===== config.mk =====
export PLATFORM = sky130hd
export DESIGN_NAME = moore_sequencer
export DESIGN_NICKNAME = d
export VERILOG_FILES = /design/src/rtl/moore_sequencer.sv
export SDC_FILE = /design/constraint.sdc
export NUM_CORES = 1
export LEC_CHECK = 0
export BUFFER_PORTS_ARGS = -buffer_cell sky130_fd_sc_hd__buf_2
export CAP_MARGIN = 15
export CORE_UTILIZATION = 50
export CTS_CLUSTER_DIAMETER = 120
export DETAILED_ROUTE_END_ITERATION = 8
export PLACE_DENSITY_LB_ADDON = 0.12
export SYNTH_ARGS = -nofsm -noshare
export SYNTH_HDL_FRONTEND = slang
export SYNTH_SLANG_ARGS = --single-unit

===== constraint.sdc =====
create_clock -name clk_in -period 2.5 [get_ports clk_in]
set_input_delay 0.25 -clock clk_in [delete_from_list [all_inputs] [get_ports clk_in]]
set_output_delay 0.25 -clock clk_in [all_outputs]
set_load 0.02 [all_outputs]

===== src/rtl/moore_sequencer.sv =====
// moore_sequencer: debounced start/mode buttons drive a Moore LED shift/bounce sequencer with pause.
module moore_sequencer #(
  parameter int N_LEDS     = 8,
  parameter int DB_SAMPLES = 3
) (
  input  logic              clk_in,
  input  logic              rst_n,
  input  logic              tick_mf,
  input  logic              tick_lf,
  input  logic              btn_start,
  input  logic              btn_mode,
  input  logic              dir,
  output logic [N_LEDS-1:0] leds,
  output logic [1:0]        state_out,
  output logic [7:0]        step_count
);
  typedef enum logic [1:0] {IDLE, SHIFT, BOUNCE, PAUSE} state_t;
  logic [1:0] sync1_q, sync2_q, stable_q, prev_q, press;
  logic [DB_SAMPLES-1:0] hist_q [2];
  logic [DB_SAMPLES-1:0] hist_d [2];
  state_t state_q, state_d, run_q, run_d;
  logic [N_LEDS-1:0] leds_q, leds_d, rot, bnc;
  logic [7:0] cnt_q, cnt_d;
  logic up_q, up_d, eff_up;
  always_comb
    for (int i = 0; i < 2; i++) hist_d[i] = DB_SAMPLES'({hist_q[i], sync2_q[i]});
  always_ff @(posedge clk_in or negedge rst_n)
    if (!rst_n) begin
      sync1_q   <= '0;
      sync2_q   <= '0;
      stable_q  <= '0;
      prev_q    <= '0;
      hist_q[0] <= '0;
      hist_q[1] <= '0;
    end else begin
      sync1_q <= {btn_mode, btn_start};
      sync2_q <= sync1_q;
      prev_q  <= stable_q;
      if (tick_mf)
        for (int i = 0; i < 2; i++) begin
          hist_q[i] <= hist_d[i];
          if (&hist_d[i]) stable_q[i] <= 1'b1;
          else if (~|hist_d[i]) stable_q[i] <= 1'b0;
        end
    end
  assign press = stable_q & ~prev_q;
  // Bounce turns around on the spot when the heading points off the end of the bar.
  assign eff_up = up_q ? ~leds_q[N_LEDS-1] : leds_q[0];
  assign bnc    = eff_up ? leds_q << 1 : leds_q >> 1;
  assign rot    = dir ? {leds_q[0], leds_q[N_LEDS-1:1]} : {leds_q[N_LEDS-2:0], leds_q[N_LEDS-1]};
  always_comb begin
    state_d = state_q;
    run_d   = run_q;
    leds_d  = leds_q;
    cnt_d   = cnt_q;
    up_d    = up_q;
    case (state_q)
      IDLE: begin
        leds_d = '0;
        cnt_d  = '0;
        up_d   = 1'b1;
        if (press[0]) begin
          state_d = SHIFT;
          leds_d  = N_LEDS'(1);
        end
      end
      SHIFT, BOUNCE: begin
        if (press[0]) begin
          state_d = PAUSE;
          run_d   = state_q;
        end else if (press[1]) begin
          state_d = (state_q == SHIFT) ? BOUNCE : SHIFT;
          up_d    = (state_q == SHIFT) ? 1'b1 : up_q;
        end else if (tick_lf) begin
          leds_d = (state_q == SHIFT) ? rot : bnc;
          up_d   = (state_q == SHIFT) ? up_q : (eff_up ? ~bnc[N_LEDS-1] : bnc[0]);
          cnt_d  = cnt_q + 8'd1;
        end
      end
      PAUSE: begin
        if (press[0]) state_d = run_q;
        else if (press[1]) begin
          state_d = IDLE;
          leds_d  = '0;
          cnt_d   = '0;
          up_d    = 1'b1;
        end
      end
      default: begin
        state_d = IDLE;
        leds_d  = '0;
        cnt_d   = '0;
        up_d    = 1'b1;
      end
    endcase
  end
  always_ff @(posedge clk_in or negedge rst_n)
    if (!rst_n) begin
      state_q <= IDLE;
      run_q   <= SHIFT;
      leds_q  <= '0;
      cnt_q   <= '0;
      up_q    <= 1'b1;
    end else begin
      state_q <= state_d;
      run_q   <= run_d;
      leds_q  <= leds_d;
      cnt_q   <= cnt_d;
      up_q    <= up_d;
    end
  assign leds       = leds_q;
  assign state_out  = state_q;
  assign step_count = cnt_q;
endmodule


==> impl_metrics.tcl <==
set metrics [dict create \
    status "finished, final reports clean" \
    tns_ns 0 \
    rsz0062_at_grt "no" \
    clk_latency_ns 0.35 \
    clock-sinks 33 \
    critical_path_class "reg -> reg" \
    seq_area_frac_synth_pct 48.36 \
    syn_area_per_cell_um2 10.14 \
    place_ws_ns 0.3858 \
    cts_tree "done" \
    htreeDepth 2 \
    drt-wirelength-per-cell_um 14.54 \
    slew_headroom_pct 52.02 \
    maxSlewViolCount 0 \
    internal_power_w 0.001194 \
    irDropWorstVdd_uv 531.2 \
    grt_max_degree 34 \
    clock_skew_ns 0.006443 \
    synth_seq_cells 33 \
    p_total_w 0.002119 \
    path_clk_slew_ns 0.11 \
    synth_cell_types 40 \
    fmax_ghz 0.4649 \
    synth-edff-count 0 \
    power_frac_seq_pct 35.0 \
    drv_cap 0 \
    switching_share_pct 43.66 \
    dpl_cell_area_mm2 0.001873 \
    p_sw_w 0.0009251 \
    finalCritPeriodShare_pct 86.04 \
    setup_viol 0 \
    clockRootBuffer "clkbuf_4" \
    synth_fp_nets 183 \
    multi_input_area_um2 835.8 \
    setup_ws_ns 0.3489 \
    power-per-cell-area_mw_per_mm2 1066 \
    ant_nets 0 \
    synth_cells 169 \
    postSynth.asyncResetShare_pct 100.0 \
    vias 1390 \
    grt_pass1_vias 1343 \
    post-cts-setup-buffers 0 \
    grtUsageTotal_pct 23.19 \
    grt_pass1_wl_mm 6.099 \
    ioPinCount 25 \
    grt-ovfl-total 0 \
    p_clk_share_pct 19.4 \
    initial_core_util_pct 54.33 \
    period_minus_slack_ns 2.151 \
    final_cell_count_no_fill 245 \
    reg2regPathDepth 5 \
    initialDrtViolationCount 65 \
    core_mm2 0.003153 \
    drc 0 \
    dieArea_mm2 0.003664 \
    antenna_found_initial 0 \
    rows 20 \
    hold_viol_final 0 \
    yosys.area.top_type_share_pct 45.29 \
    final_design_area_no_fill_mm2 0.001987 \
    cts-buffers-inserted 5 \
    worst_ep_arrival_time_ns 2.43 \
    first_pass_iters 4 \
    gp_congestion 0.7996 \
    hold_depth 2 \
    synth-warning-count 0 \
    die_h_um 60.53 \
    dp_hpwl_mm 2.501 \
    numPortBuffers 24 \
    cts.path.max_buffers 2 \
    place_inst 234 \
    die_x_um 60.53 \
    vias_per_cell 5.673 \
    path_max_fanout 17 \
    ys_top_cells_by_area "dfrtp_1 45%, nand2_1 5.9%, ha_1 5.1%" \
    yosys.area.top_type "dfrtp_1" \
    synth_commonest_cells "31 x dfrtp_1, 27 x nand2_1, 11 x o21ai_0, 10 x nor2_1, 9 x a21oi_1" \
    fill_cells 269 \
    startpoint_type "register" \
    totalWireLength_mm 3.562 \
    pwr-share-comb_pct 45.6 \
    p_leak_nw 0.9310 \
    worst_slew_pin_slew_ns 0.7197 \
    crit_required_ns 2.78 \
    seq_area_um2 828.3 \
    drive_gt1_share_pct 22.89 \
    mappedNetlistArea_mm2 0.001713 \
    antenna_cells 0 \
    cp-end-kind "register" \
    ys.flop_type "dfrtp_1" \
    nets 214 \
    min_path_type "in -> reg" \
    syn2layout_area_growth_pct 16.00 \
    synth.most_common_cell "dfrtp_1" \
]
==> through the flow <==
step	hold slack (ns)	utilization, %
2_1_floorplan	-0.04559	-
3_3_place_gp	0.3294	59.40
3_5_place_dp	0.3402	59.40
4_1_cts	0.2575	63.02
5_1_grt	0.2557	63.02
6_report	0.2674	63.02
==> critical path, cell delays in order, from the launching register on <==
cell and delay (ns):
dfrtp_1 0.45, ha_1 0.32, nor4b_4 0.39, a21oi_2 0.20, or4b_1 0.55, a21oi_1 0.16
==> power groups by stage <==
stage | clock network, W | registers [W] | logic [W]
6_report | 0.000411 | 0.000741 | 0.000966
5_1_grt | 0.000453 | 0.000757 | 0.00109
4_1_cts | 0.000424 | 0.000739 | 0.000963
3_5_place_dp | 0 | 0.000751 | 0.000954
3_3_place_gp | 0 | 0.000740 | 0.000927
2_1_floorplan | 0 | 0.000789 | 0.000646
==> layout by cell type (no fill, tap or decap), types with 2 or more instances in the layout <==
cell and instances:
dfrtp_1 31, nand2_1 27, buf_2 24, o21ai_0 11, nor2_1 10, a21oi_1 9, mux2i_1 8, inv_1 7
mux2_2 7, nand3_1 7, ha_1 7, clkbuf_4 5, o31ai_1 4, a31oi_1 4, dlygate4sd3_1 3, o41ai_1 2
or4b_1 2, and3_1 2, nor4_1 2, a211o_1 2, o211ai_1 2, dfstp_2 2
==> flip-flops by register name (all words and copies together) (netlist names) <==
signal and flops:
stable_q 2, step_count 8, run_q 2, hist_d 4, sync1_q 2, up_q 1, prev_q 2, state_out 2
leds 8, sync2_q 2
==> final cells by class <==
class | instances | area share, %
clock buffer | 5 | 1.889
clock inverter | 3 | 2.330
inverter | 7 | 1.322
multi-input combinational | 125 | 42.07
sequential | 33 | 41.69
tap | 44 | 2.771
timing repair buffer | 28 | 7.934
==> final timing paths <==
check                                     end          from  slack [ns]
worst max-delay path            step_count[7]  state_out[0]        0.35
worst min-delay path                hist_d[5]       tick_mf        0.27
worst max register to register  step_count[7]  state_out[0]        0.35
worst min register to register     sync2_q[1]    sync1_q[1]        0.36
max in group asynchronous             leds[4]         rst_n        1.56
min in group asynchronous       step_count[3]         rst_n        0.48
==> layer usage <==
layer | part of all wire [%] | wire, um | up-vias | track usage, %
met4 | 2.4 | 85 | 0 | 12.66
met3 | 4.9 | 173 | 9 | 6.823
met2 | 47 | 1679 | 47 | 36.73
met1 | 46 | 1624 | 659 | 28.59
li1 | - | - | 675 | -
met5 | 0 | 0 | - | 0
==> logic make-up after synthesis <==
group,share of synthesized area [%]
compound gates,16.14
fa+ha+maj,5.113
mux,9.277
simple gates,18.26
flops,48.36
buf+inv,2.849
==> what timing repair did <==
item | 4_1_cts | 5_1_grt
gates resized for setup | 0 | 0
hold buffers | 3 | 0
endpoints found under the hold margin | 33 | 0
(Power assumes the default switching activity.)
